$ cat src/rtl/decoder_proj_core.sv
// rtl/decoder_proj_core.sv - registered multi-mode 4-bit decoder (one-hot, 7-seg, thermometer, BCD)
module decoder_proj_core #(
    parameter int CNT_W = 8
) (
    input  logic             clk,
    input  logic             rst,
    input  logic [6:0]       io_in,
    output logic [15:0]      io_out,
    output logic             valid,
    output logic             err,
    output logic [CNT_W-1:0] count
);

    localparam logic [1:0] MODE_ONEHOT = 2'b00;
    localparam logic [1:0] MODE_SEG7   = 2'b01;
    localparam logic [1:0] MODE_THERM  = 2'b10;
    localparam logic [1:0] MODE_BCD    = 2'b11;

    logic [3:0]  data;
    logic [1:0]  mode;
    logic        enable;
    logic [6:0]  seg;
    logic [15:0] onehot;
    logic [15:0] therm;
    logic [15:0] next_out;
    logic        next_err;

    assign data   = io_in[3:0];
    assign mode   = io_in[5:4];
    assign enable = io_in[6];

    // Segment order is bit0=a .. bit6=g, active-high.
    always_comb begin
        seg = 7'h00;
        case (data)
            4'h0: seg = 7'h3F;
            4'h1: seg = 7'h06;
            4'h2: seg = 7'h5B;
            4'h3: seg = 7'h4F;
            4'h4: seg = 7'h66;
            4'h5: seg = 7'h6D;
            4'h6: seg = 7'h7D;
            4'h7: seg = 7'h07;
            4'h8: seg = 7'h7F;
            4'h9: seg = 7'h6F;
            4'hA: seg = 7'h77;
            4'hB: seg = 7'h7C;
            4'hC: seg = 7'h39;
            4'hD: seg = 7'h5E;
            4'hE: seg = 7'h79;
            4'hF: seg = 7'h71;
            default: seg = 7'h00;
        endcase
    end

    always_comb begin
        onehot = 16'h0000;
        therm  = 16'h0000;
        for (int k = 0; k < 16; k++) begin
            onehot[k] = (data == 4'(k));
            therm[k]  = (4'(k) < data);
        end
    end

    always_comb begin
        next_out = 16'h0000;
        next_err = 1'b0;
        case (mode)
            MODE_ONEHOT: next_out = onehot;
            MODE_SEG7:   next_out = {9'h000, seg};
            MODE_THERM:  next_out = therm;
            MODE_BCD: begin
                if (data <= 4'd9) begin
                    next_out = onehot;
                end else begin
                    next_err = 1'b1;
                end
            end
            default: next_out = 16'h0000;
        endcase
    end

    always_ff @(posedge clk) begin
        if (rst) begin
            io_out <= 16'h0000;
            valid  <= 1'b0;
            err    <= 1'b0;
            count  <= '0;
        end else if (enable) begin
            io_out <= next_out;
            valid  <= 1'b1;
            err    <= next_err;
            count  <= count + CNT_W'(1);
        end else begin
            valid  <= 1'b0;
        end
    end

endmodule

$ cat config.mk
export PLATFORM = sky130hd
export DESIGN_NAME = decoder_proj_core
export DESIGN_NICKNAME = d
export VERILOG_FILES = /design/src/rtl/decoder_proj_core.sv
export SDC_FILE = /design/constraint.sdc
export NUM_CORES = 1
export LEC_CHECK = 0
export ABC_AREA = 1
export CELL_PAD_IN_SITES_DETAIL_PLACEMENT = 2
export CELL_PAD_IN_SITES_GLOBAL_PLACEMENT = 2
export CORE_MARGIN = 2
export CORE_UTILIZATION = 28
export CTS_BUF_LIST = sky130_fd_sc_hd__clkbuf_4 sky130_fd_sc_hd__clkbuf_8 sky130_fd_sc_hd__clkbuf_16
export DETAILED_ROUTE_END_ITERATION = 8
export PLACE_DENSITY_LB_ADDON = 0.1
export SETUP_SLACK_MARGIN = 0.05
export SYNTH_ARGS = -nofsm -noshare
export SYNTH_HDL_FRONTEND = slang
export SYNTH_SLANG_ARGS = --single-unit
$ cat constraint.sdc
create_clock -name clk -period 2.9 [get_ports clk]
set_input_delay 0.725 -clock clk [delete_from_list [all_inputs] [get_ports clk]]
set_output_delay 0.725 -clock clk [all_outputs]
set_load 0.01 [all_outputs]
==> impl_metrics.csv <==
group,metric,value,unit
yosys,synth_cell_type_count,27,
placed_design,gp_congestion,0.874,
grt,grt_pass1_wl,9360,um
floorplan,die_w,81.1,um
worst_hold_path,hold_path.class,"flip-flop to flip-flop",
clock_tree,cts.path.max_buffers,2,
route,antenna_left,0,
clock_tree,post_cts_resized,0,
clock_tree,cts-buffers-inserted,3,
clock_tree,cts_setup_buffers,0,
floorplan,die_height,81.1,um
power_and_ir_drop,power,0.891,mW
placed_design,port-buffer-count,34,
yosys,ys_seq_elements,26,
run,maxCapViolCount,0,
clock_tree,cts_sinks,26,
clock_tree,cts_tree,"yes",
final_layout,final_nets,317,
final_layout,synthToLayoutAreaGrowth,29.9,%
timing,final_max_slew_viol_count,0,
route,drtIter0Drc,16,
placed_design,dp_hpwl,4370,um
timing,setup_viol,0,
final_layout,finalCoreUtilization,0.372,
timing,max_slew_margin,0.652,
timing,setup_tns,0,ns
timing,fin_ws,0.510,ns
route,drc,0,
power_and_ir_drop,leakagePower,0.937,nW
route,via_count,1825,
timing,finalHoldViolCount,0,
timing,tightest_slew,0.520,ns
route,dr.pass1.iters,4,
critical_path,critPathSlowestCell,"clkdlybuf4s50_1",
timing,skew,0.00633,ns
clock_tree,ctsHtreeMaxLevel,1,
critical_path,worstPathCellList,"clkdlybuf4s50_1, inv_1, ha_1, nand3_1, nand3_2, nand4_1, nand3_1, nand2_1, inv_1",
timing,fmax,0.418,GHz
timing,rsz0062_at_grt,"no",
floorplan,rows,28,
final_layout,drive_above_1_share,0.0803,
clock_tree,clk_latency,0.27,ns
floorplan,dieArea,6570,sq um
critical_path,end_kind,"flip-flop",
grt,grt_max_degree,18,
floorplan,initial_core_util,0.286,
timing,fin_crit,2.39,ns
floorplan,fp.coreArea,5820,sq um
critical_path,critPathMaxFanout,8,
final_layout,multiInputGateArea,958,sq um
final_layout,n_fill_cell,753,
critical_path,path_buf_inv,3,
yosys,seq_area_frac_synth,0.313,
clock_tree,path_clk_slew,0.09,ns
yosys,yosysWarningCount,0,
outcome,status,"complete, no violations",
power_and_ir_drop,peakVddDrop,0.165,mV
floorplan,pin_count,35,
clock_tree,cts-root-buf,"clkbuf_8",
critical_path,slowest_delay,0.63,ns
yosys,synth_nets,281,
yosys,synth_top_area_frac,0.313,
timing,period_share,0.824,
route,drt_wl_total,5560,um
power_and_ir_drop,pwr_density_cell,412,nW/um^2
yosys,synth_top_area_cell,"dfxtp_1",
route,vias_per_cell,4.88,
yosys,synth_area_leaders,"dfxtp_1 31%, nand2_1 13%, nor2_1 9.9%",
grt,grt-ovfl-total,0,
critical_path,reg2reg_slack,1.57,ns
grt,antenna_found_initial,0,
final_layout,antenna_cells,0,
critical_path,crit_arrival,2.57,ns
route,routedWlPerCell,14.9,um
yosys,syn_area,1660,sq um
critical_path,cp_top_family,"buffers and inverters",
final_layout,regArea,520,sq um
yosys,netlist_instances,264,
clock_tree,cts_hold_buf,0,
critical_path,worstPathRequired,3.08,ns
critical_path,worst-setup-path-type,"primary input to flip-flop",
critical_path,cp-start-kind,"primary input",
grt,grt_util_all_layers,0.183,
placed_design,pre_cts_slack,0.221,ns
grt,grt_pass1_vias,1888,
yosys,syn_avg_cell_area,6.30,sq um
[worst reg2reg max path, delay by kind of cell, from the launching register on]
| kind | cells | cell delay [ns] |
|---|---|---|
| adders and majority gates | 1 | 0.20 |
| DFF | 1 | 0.41 |
| and+or+nand+nor | 5 | 0.63 |
[final cells by class]
class	instances	area share
timing repair buffer	40	0.178
sequential	26	0.241
clock inverter	1	0.0139
inverter	35	0.0608
tap	75	0.0434
clock buffer	3	0.0191
multi-input combinational	194	0.444
[where the power goes]
part           total [mW]  switching, mW  internal (mW)
sequential          0.385         0.0105          0.374
clock               0.303          0.118          0.185
combinational       0.203          0.121         0.0824
[per-stage QoR]
step	hold WS, ns	instance area [sq um]	std cells
2_1_floorplan	0.490	1660	264
3_3_place_gp	0.463	2090	370
3_5_place_dp	0.475	2090	370
4_1_cts	0.491	2160	374
5_1_grt	0.540	2160	374
6_report	0.482	2160	374
[worst paths after layout]
path                     to  startpoint  cells after the start
setup / recovery  io_out[4]    io_in[1]                      9
hold / removal    io_out[8]   io_out[8]                      2
setup reg to reg   count[6]    count[0]                      6
hold reg to reg   io_out[8]   io_out[8]                      2
[metal layers]
layer | track usage | vias to the layer above | share of wire
li1 | - | 909 | -
met1 | 0.246 | 884 | 0.48
met2 | 0.314 | 25 | 0.49
met3 | 0.0222 | 7 | 0.022
met4 | 0.0407 | 0 | 0.011
met5 | 0 | - | 0
[layout by cell type (no fill, tap or decap), drive strengths merged]
cell           instances
nand4                  5
nor3                   4
inv                   35
dfxtp                 26
a31oi                  1
ha                     8
and2                   1
nand3                 28
bufinv                 1
clkdlybuf4s50         34
a21oi                 17
buf                    6
nand2                 59
o211ai                 1
nor3b                  1
clkbuf                 3
o31ai                  1
o21ai                 21
nor2                  47
[sequential cells by signal, indices dropped and copies added, names as in the netlist]
signal / flops
count: 8
err: 1
io_out: 16
valid: 1
[kinds of logic (layout without fill, tap and decap cells)]
kind of cell	Yosys count	after routing	synth area share
flops	26	26	0.313
fa+ha+maj	8	8	0.0602
buf+inv	44	79	0.111
simple gates	145	145	0.385
compound gates	41	41	0.132
[cells in the mapped netlist]
| master | n |
|---|---|
| a21oi_1 | 15 |
| a21oi_2 | 2 |
| a31oi_1 | 1 |
| and2_1 | 1 |
| buf_2 | 3 |
| buf_4 | 2 |
| buf_6 | 1 |
| clkbuf_1 | 3 |
| dfxtp_1 | 26 |
| ha_1 | 8 |
| inv_1 | 29 |
| inv_2 | 6 |
| nand2_1 | 57 |
| nand2_2 | 1 |
| nand2_4 | 1 |
| nand3_1 | 27 |
| nand3_2 | 1 |
| nand4_1 | 5 |
| nor2_1 | 44 |
| nor2_2 | 2 |
| nor2_8 | 1 |
| nor3_1 | 4 |
| nor3b_1 | 1 |
| o211ai_1 | 1 |
| o21ai_0 | 19 |
| o21ai_1 | 2 |
| o31ai_1 | 1 |
Note: power is estimated with default switching activity, not from simulation.
